--- config.mk ---
export PLATFORM = sky130hd
export DESIGN_NAME = seg_scan_capture
export DESIGN_NICKNAME = d
export VERILOG_FILES = /design/src/rtl/seg_cap_pkg.sv /design/src/rtl/seg7_decode.sv /design/src/rtl/seg_scan_capture.sv
export SDC_FILE = /design/constraint.sdc
export NUM_CORES = 1
export LEC_CHECK = 0
export ABC_AREA = 1
export CAP_MARGIN = 40
export CORE_ASPECT_RATIO = 1.5
export CORE_MARGIN = 5
export CORE_UTILIZATION = 23
export DETAILED_ROUTE_END_ITERATION = 6
export PLACE_DENSITY_LB_ADDON = 0.05
export SKIP_CTS_REPAIR_TIMING = 1
export SYNTH_ARGS = -nofsm -noshare
export SYNTH_HDL_FRONTEND = slang
export SYNTH_SLANG_ARGS = --single-unit
--- constraint.sdc ---
create_clock -name clk -period 5.2 [get_ports clk]
set_clock_uncertainty 0.15 [all_clocks]
set_input_delay 1.04 -clock clk [delete_from_list [all_inputs] [get_ports clk]]
set_output_delay 1.04 -clock clk [all_outputs]
set_load 0.01 [all_outputs]
--- src/rtl/seg_cap_pkg.sv ---
// rtl/seg_cap_pkg.sv - segment patterns, error codes and FSM states for seg_scan_capture
package seg_cap_pkg;

  // Active-low {g,f,e,d,c,b,a} patterns for hex glyphs 0..F
  localparam logic [6:0] SEG_0 = 7'h40;
  localparam logic [6:0] SEG_1 = 7'h79;
  localparam logic [6:0] SEG_2 = 7'h24;
  localparam logic [6:0] SEG_3 = 7'h30;
  localparam logic [6:0] SEG_4 = 7'h19;
  localparam logic [6:0] SEG_5 = 7'h12;
  localparam logic [6:0] SEG_6 = 7'h02;
  localparam logic [6:0] SEG_7 = 7'h78;
  localparam logic [6:0] SEG_8 = 7'h00;
  localparam logic [6:0] SEG_9 = 7'h10;
  localparam logic [6:0] SEG_A = 7'h08;
  localparam logic [6:0] SEG_B = 7'h03;
  localparam logic [6:0] SEG_C = 7'h46;
  localparam logic [6:0] SEG_D = 7'h21;
  localparam logic [6:0] SEG_E = 7'h06;
  localparam logic [6:0] SEG_F = 7'h0E;

  localparam logic [1:0] ERR_NONE    = 2'b00;
  localparam logic [1:0] ERR_MULTI   = 2'b01;
  localparam logic [1:0] ERR_UNKNOWN = 2'b10;
  localparam logic [1:0] ERR_BOTH    = 2'b11;

  typedef enum logic [1:0] {IDLE, SETTLE, HOLD} state_t;

endpackage

--- src/rtl/seg7_decode.sv ---
// rtl/seg7_decode.sv - active-low seven-segment pattern to hex nibble decoder
module seg7_decode
  import seg_cap_pkg::*;
(
  input  logic [6:0] seg,
  output logic       known,
  output logic [3:0] nibble
);

  always_comb begin
    known  = 1'b1;
    nibble = 4'h0;
    case (seg)
      SEG_0: nibble = 4'h0;
      SEG_1: nibble = 4'h1;
      SEG_2: nibble = 4'h2;
      SEG_3: nibble = 4'h3;
      SEG_4: nibble = 4'h4;
      SEG_5: nibble = 4'h5;
      SEG_6: nibble = 4'h6;
      SEG_7: nibble = 4'h7;
      SEG_8: nibble = 4'h8;
      SEG_9: nibble = 4'h9;
      SEG_A: nibble = 4'hA;
      SEG_B: nibble = 4'hB;
      SEG_C: nibble = 4'hC;
      SEG_D: nibble = 4'hD;
      SEG_E: nibble = 4'hE;
      SEG_F: nibble = 4'hF;
      default: known = 1'b0;
    endcase
  end

endmodule

--- src/rtl/seg_scan_capture.sv ---
// rtl/seg_scan_capture.sv - rebuilds scanned 7-seg digits, frame pulse and bus error flags
// Optional err_count output when SEG_CAP_ERRCNT_EN is defined.
module seg_scan_capture
  import seg_cap_pkg::*;
#(
  parameter int         SETTLE_CYCLES = 4,
  parameter logic [7:0] DIGIT_MASK    = 8'hFF
) (
  input  logic        clk,
  input  logic        rst,
  input  logic [6:0]  seg,
  input  logic [7:0]  ans,
  input  logic        err_clr,
  output logic [31:0] digits,
  output logic [7:0]  valid,
  output logic        frame_done,
  output logic        err,
`ifdef SEG_CAP_ERRCNT_EN
  output logic [15:0] err_count,
`endif
  output logic [1:0]  err_code
);

  localparam logic [7:0] SETTLE_LAST = 8'(SETTLE_CYCLES);

  logic [6:0]  seg_q;
  logic [7:0]  ans_q;
  logic [14:0] prev_q;
  logic [7:0]  seen;
  logic [7:0]  cnt, cnt_nx;
  state_t      state, state_nx;
  logic        single, multi, changed, cap, unk, full, ev;
  logic [2:0]  idx;
  logic [1:0]  ev_code;
  logic [7:0]  wr_mask;
  logic        known;
  logic [3:0]  nibble;

  seg7_decode u_dec (
    .seg    (seg_q),
    .known  (known),
    .nibble (nibble)
  );

  always_comb begin
    single = ($countones(~ans_q) == 1);
    multi  = ($countones(~ans_q) > 1);
    idx    = 3'd0;
    for (int i = 0; i < 8; i++) begin
      if (!ans_q[i]) idx = 3'(i);
    end
    changed = ({ans_q, seg_q} != prev_q);
  end

  // Exactly one capture attempt per anode dwell: SETTLE counts, HOLD waits for a change
  always_comb begin
    state_nx = state;
    cnt_nx   = cnt;
    cap      = 1'b0;
    unk      = 1'b0;
    case (state)
      IDLE: begin
        if (single) begin
          state_nx = SETTLE;
          cnt_nx   = 8'd1;
        end
      end
      SETTLE: begin
        if (changed) begin
          cnt_nx   = 8'd1;
          state_nx = single ? SETTLE : IDLE;
        end else begin
          cnt_nx = cnt + 8'd1;
          if (cnt + 8'd1 == SETTLE_LAST) begin
            state_nx = HOLD;
            cap      = known;
            unk      = !known;
          end
        end
      end
      HOLD: begin
        if (changed) begin
          cnt_nx   = 8'd1;
          state_nx = single ? SETTLE : IDLE;
        end
      end
      default: state_nx = IDLE;
    endcase
  end

  always_comb begin
    full    = (DIGIT_MASK != 8'h00) && ((seen & DIGIT_MASK) == DIGIT_MASK);
    wr_mask = cap ? (8'h01 << idx) : 8'h00;
    ev_code = {unk, multi};
    ev      = |ev_code;
  end

  always_ff @(posedge clk or posedge rst) begin
    if (rst) begin
      seg_q      <= 7'h7F;
      ans_q      <= 8'hFF;
      prev_q     <= {8'hFF, 7'h7F};
      state      <= IDLE;
      cnt        <= 8'd0;
      seen       <= 8'h00;
      digits     <= 32'h0;
      valid      <= 8'h00;
      frame_done <= 1'b0;
      err        <= 1'b0;
      err_code   <= ERR_NONE;
    end else begin
      seg_q      <= seg;
      ans_q      <= ans;
      prev_q     <= {ans_q, seg_q};
      state      <= state_nx;
      cnt        <= cnt_nx;
      frame_done <= full;
      // Clear on completion first so a same-cycle capture counts toward the next frame
      seen       <= (full ? 8'h00 : seen) | wr_mask;
      if (cap) begin
        digits[{idx, 2'b00} +: 4] <= nibble;
        valid[idx]                <= 1'b1;
      end
      if (ev) begin
        err <= 1'b1;
        if (!err || err_clr) err_code <= ev_code;
      end else if (err_clr) begin
        err      <= 1'b0;
        err_code <= ERR_NONE;
      end
    end
  end

`ifdef SEG_CAP_ERRCNT_EN
  always_ff @(posedge clk or posedge rst) begin
    if (rst) begin
      err_count <= 16'h0;
    end else if (err_clr) begin
      err_count <= ev ? 16'h1 : 16'h0;
    end else if (ev && err_count != 16'hFFFF) begin
      err_count <= err_count + 16'h1;
    end
  end
`endif

endmodule

==> impl_metrics.json <==
{
  "power.clock.fraction_pct": 44.0,
  "slew_headroom_pct": 48.9,
  "grtUsageTotal_pct": 11.3,
  "dieArea_sq_um": 23800,
  "synth_enable_flop_cells": 0,
  "remaining_drc_errors": 0,
  "port_buffers": 61,
  "synth_top_flop_cell": "sky130_fd_sc_hd__dfrtp_1",
  "status": "finished clean",
  "routed_wirelength_microns": 12700,
  "n_antenna_cell": 0,
  "start_kind": "flop",
  "critical_path_required_ns": 5.28,
  "route.detailed.vias_per_inst": 4.17,
  "top_cell_type_s_share_of_synthesized_area_pct": 32.4,
  "finalPower_mw": 1.77,
  "placement_rows": 64,
  "synthesis.yosys.warnings": 0,
  "p_sw_share_pct": 26.0,
  "post_synthesis_instance_area_sq_um": 4780,
  "tightest_slew_ns": 0.766,
  "fin_nets": 704,
  "io-pin-count": 62,
  "place.detailed.hpwl_microns": 9850,
  "final-setup-viol-count": 0,
  "die_y_microns": 187,
  "crit_path_cell_trace": "inv_1, fa_1, fa_1, fa_1, ha_1, inv_1, fa_1, xor2_1, nand3_1, nor2_1, nand2_1, nand2_1, nand3_1, nand2_1, o21ai_0",
  "weighted_congestion_reported_at_the_end_of_routability_driven_placement": 0.785,
  "grt_max_degree": 53,
  "cts.reportedPaths.clkPinSlew_ns": 0.07,
  "fp.coreArea_sq_um": 20400,
  "count_of_buffering_cells_on_the_critical_path_with_inverters_included": 2,
  "crit_path_end_kind": "flop",
  "min-delay-path-class": "reg -> reg",
  "p_switching_uw": 460,
  "ys_top_cells_by_count": "sky130_fd_sc_hd__nand2_1, sky130_fd_sc_hd__dfrtp_1, sky130_fd_sc_hd__inv_1, sky130_fd_sc_hd__nor2_1, sky130_fd_sc_hd__nand3_1",
  "pwr_density_cell_nw_per_um2": 291,
  "post_route_cells_drive_above_1_share_pct": 12.6,
  "largest_area_contributor_in_the_netlist": "sky130_fd_sc_hd__dfrtp_1",
  "timing.hold.worst_endpoint": "prev_q[7]",
  "report.final.slew_viol_count": 0,
  "placed_cells_incl_taps": 924,
  "timing.rr.end": "cnt[4]",
  "synth-async-reset-ratio_pct": 100,
  "num_vias": 3924,
  "netlist_top_cells_area": "sky130_fd_sc_hd__dfrtp_1, sky130_fd_sc_hd__nand2_1, sky130_fd_sc_hd__dfstp_2, sky130_fd_sc_hd__inv_1, sky130_fd_sc_hd__nor2_1",
  "intPower_mw": 1.31,
  "detailedRoute.firstIterationViolations": 270,
  "worst_path_dominant_cell_family": "adder cells",
  "synth_sequential_area_ratio_pct": 48.9,
  "final-instance-count-excl-fill": 940,
  "avgSynthCellArea_sq_um": 7.96,
  "post_dr_wirelength_cell_microns": 13.5,
  "combinationalPowerShare_pct": 12.1,
  "critical_path.most_common_cell": "sky130_fd_sc_hd__fa_1",
  "reg2regPathDepth": 15,
  "h-tree-depth": 3,
  "hold_depth": 0,
  "clk_root_buffer_cell": "sky130_fd_sc_hd__clkbuf_16",
  "cp_slowest_stage_delay_ns": 0.56,
  "grt_pass1_wl_microns": 21300,
  "seq_power_share_pct": 43.9,
  "crit_fanout": 8,
  "post_synth_inst_count": 601,
  "hold_viol": 0,
  "drt-pass1-iter-count": 4,
  "grt_setup_unrepaired": "false",
  "grt_pass1_vias": 4126,
  "cts_bufs_inserted": 9,
  "synth.most_common_cell": "sky130_fd_sc_hd__nand2_1",
  "r2r_slack_ns": 1.13,
  "finalWorstPathRequiredPeriod_ns": 4.07,
  "fp.dieW_microns": 128,
  "regToRegStartpoint": "ans_q[0]",
  "critPathSlowestCell": "sky130_fd_sc_hd__fa_1",
  "global_route.overflow_total": 0,
  "clock_insertion_delay_worst_skew_ns": 0.35,
  "power.ir.vdd_worst_mv": 0.140,
  "cp_data_arrival_time_ns": 4.15,
  "hold_path_startpoint": "ans_q[0]",
  "cts.path.max_buffers": 2,
  "cts.sinks": 92,
  "floorplan.initialDensity_pct": 23.4,
  "detail-route-antenna-nets": 0,
  "syn-num-nets": 634,
  "cellLeakagePower_nw": 3.05,
  "yosysUniqueCellTypes": 35,
  "period_share_pct": 78.2,
  "ys_seq_elements": 92,
  "max_cap_violations": 0,
  "fmax_mhz": 246,
  "area_delta_synth_final_pct": 26.9,
  "critPathKind": "reg -> reg",
  "finish.utilization_pct": 29.7,
  "tritoncts": "built",
  "timing.setup.tns_ns": 0,
  "grt_antenna_before_repair": 0
}
==> kinds of logic (layout without fill, tap and decap cells) <==
family / Yosys count / count (layout) / share of synthesized area, %
simple gates: 387 / 387 / 36.0
buf+inv: 73 / 148 / 6.07
compound gates: 30 / 30 / 3.71
flops: 92 / 92 / 48.9
xor+xnor: 4 / 4 / 0.733
fa+ha+maj: 15 / 15 / 4.55
==> how the worst max path moves through the flow <==
stage                        start     end  depth (start not counted)
after global placement    ans_q[0]  cnt[4]                         15
final                     ans_q[0]  cnt[4]                         15
after global routing      ans_q[0]  cnt[2]                         15
after CTS                 ans_q[0]  cnt[4]                         15
after floorplan           ans_q[0]  cnt[2]                         15
after detailed placement  ans_q[0]  cnt[3]                         15
==> through the flow <==
| stage | area, sq um | hold WS, ns | setup slack (ns) |
|---|---|---|---|
| after global placement | 5720 | 0.213 | 1.22 |
| final | 6070 | 0.226 | 1.13 |
| after floorplan | 4780 | 0.211 | 1.48 |
| after global routing | 6070 | 0.232 | 0.818 |
| after detailed placement | 5720 | 0.217 | 1.10 |
| after CTS | 6070 | 0.227 | 1.08 |
==> power groups by stage <==
| stage | Clock [mW] | Combinational (mW) | Sequential (mW) |
|---|---|---|---|
| floorplan | 0 | 0.140 | 0.785 |
| global placement | 0 | 0.215 | 0.788 |
| detailed placement | 0 | 0.219 | 0.789 |
| CTS | 0.804 | 0.220 | 0.776 |
| global route | 0.830 | 0.248 | 0.780 |
| finish | 0.777 | 0.214 | 0.775 |
==> worst reg2reg max path, cell delays in order (launching register included) <==
cell and delay [ns]:
sky130_fd_sc_hd__dfstp_2 0.54, sky130_fd_sc_hd__inv_1 0.07, sky130_fd_sc_hd__fa_1 0.56, sky130_fd_sc_hd__fa_1 0.44
sky130_fd_sc_hd__fa_1 0.51, sky130_fd_sc_hd__ha_1 0.17, sky130_fd_sc_hd__inv_1 0.06, sky130_fd_sc_hd__fa_1 0.38
sky130_fd_sc_hd__xor2_1 0.14, sky130_fd_sc_hd__nand3_1 0.09, sky130_fd_sc_hd__nor2_1 0.22, sky130_fd_sc_hd__nand2_1 0.09
sky130_fd_sc_hd__nand2_1 0.06, sky130_fd_sc_hd__nand3_1 0.27, sky130_fd_sc_hd__nand2_1 0.13, sky130_fd_sc_hd__o21ai_0 0.09
==> cell type report <==
| class | instances | area [sq um] |
|---|---|---|
| Inverter | 70 | 264 |
| Fill cell | 2168 | 14400 |
| Multi-Input combinational cell | 436 | 2150 |
| Clock inverter | 6 | 111 |
| Clock buffer | 10 | 239 |
| Tap cell | 264 | 330 |
| Timing Repair Buffer | 62 | 631 |
| Sequential cell | 92 | 2340 |
==> flip-flops by register name, indices dropped and copies added, names as in the netlist, 7 cells and up <==
name and count:
seg_q 7, valid 8, ans_q 8, cnt 8, digits 32, prev_q 15, seen 8
==> per-layer routing <==
metal  vias to the layer above  track usage (%)  share of wire [%]
li1                       2025                -                  -
met1                      1810             13.7                 43
met2                        74             19.2                 51
met3                        15             2.49                3.5
met4                         0             4.86                2.4
met5                         -                0                  0
==> layout by cell type (no fill, tap or decap), drive strengths merged, types with 2 or more instances in the layout <==
master / Yosys / final
o21bai: 9 / 9
nand3b: 6 / 6
clkbuf: 0 / 10
xor2: 2 / 2
dfrtp: 62 / 62
o21ai: 16 / 16
nor3: 14 / 14
clkdlybuf4s50: 0 / 61
nand2: 252 / 252
inv: 68 / 67
fa: 4 / 4
nand3: 36 / 36
clkinv: 2 / 5
dfstp: 30 / 30
ha: 11 / 11
nor2: 63 / 63
bufinv: 0 / 3
nand4: 14 / 14
a21oi: 3 / 3
xnor2: 2 / 2
No activity file was read; power rests on OpenSTA's default activity.
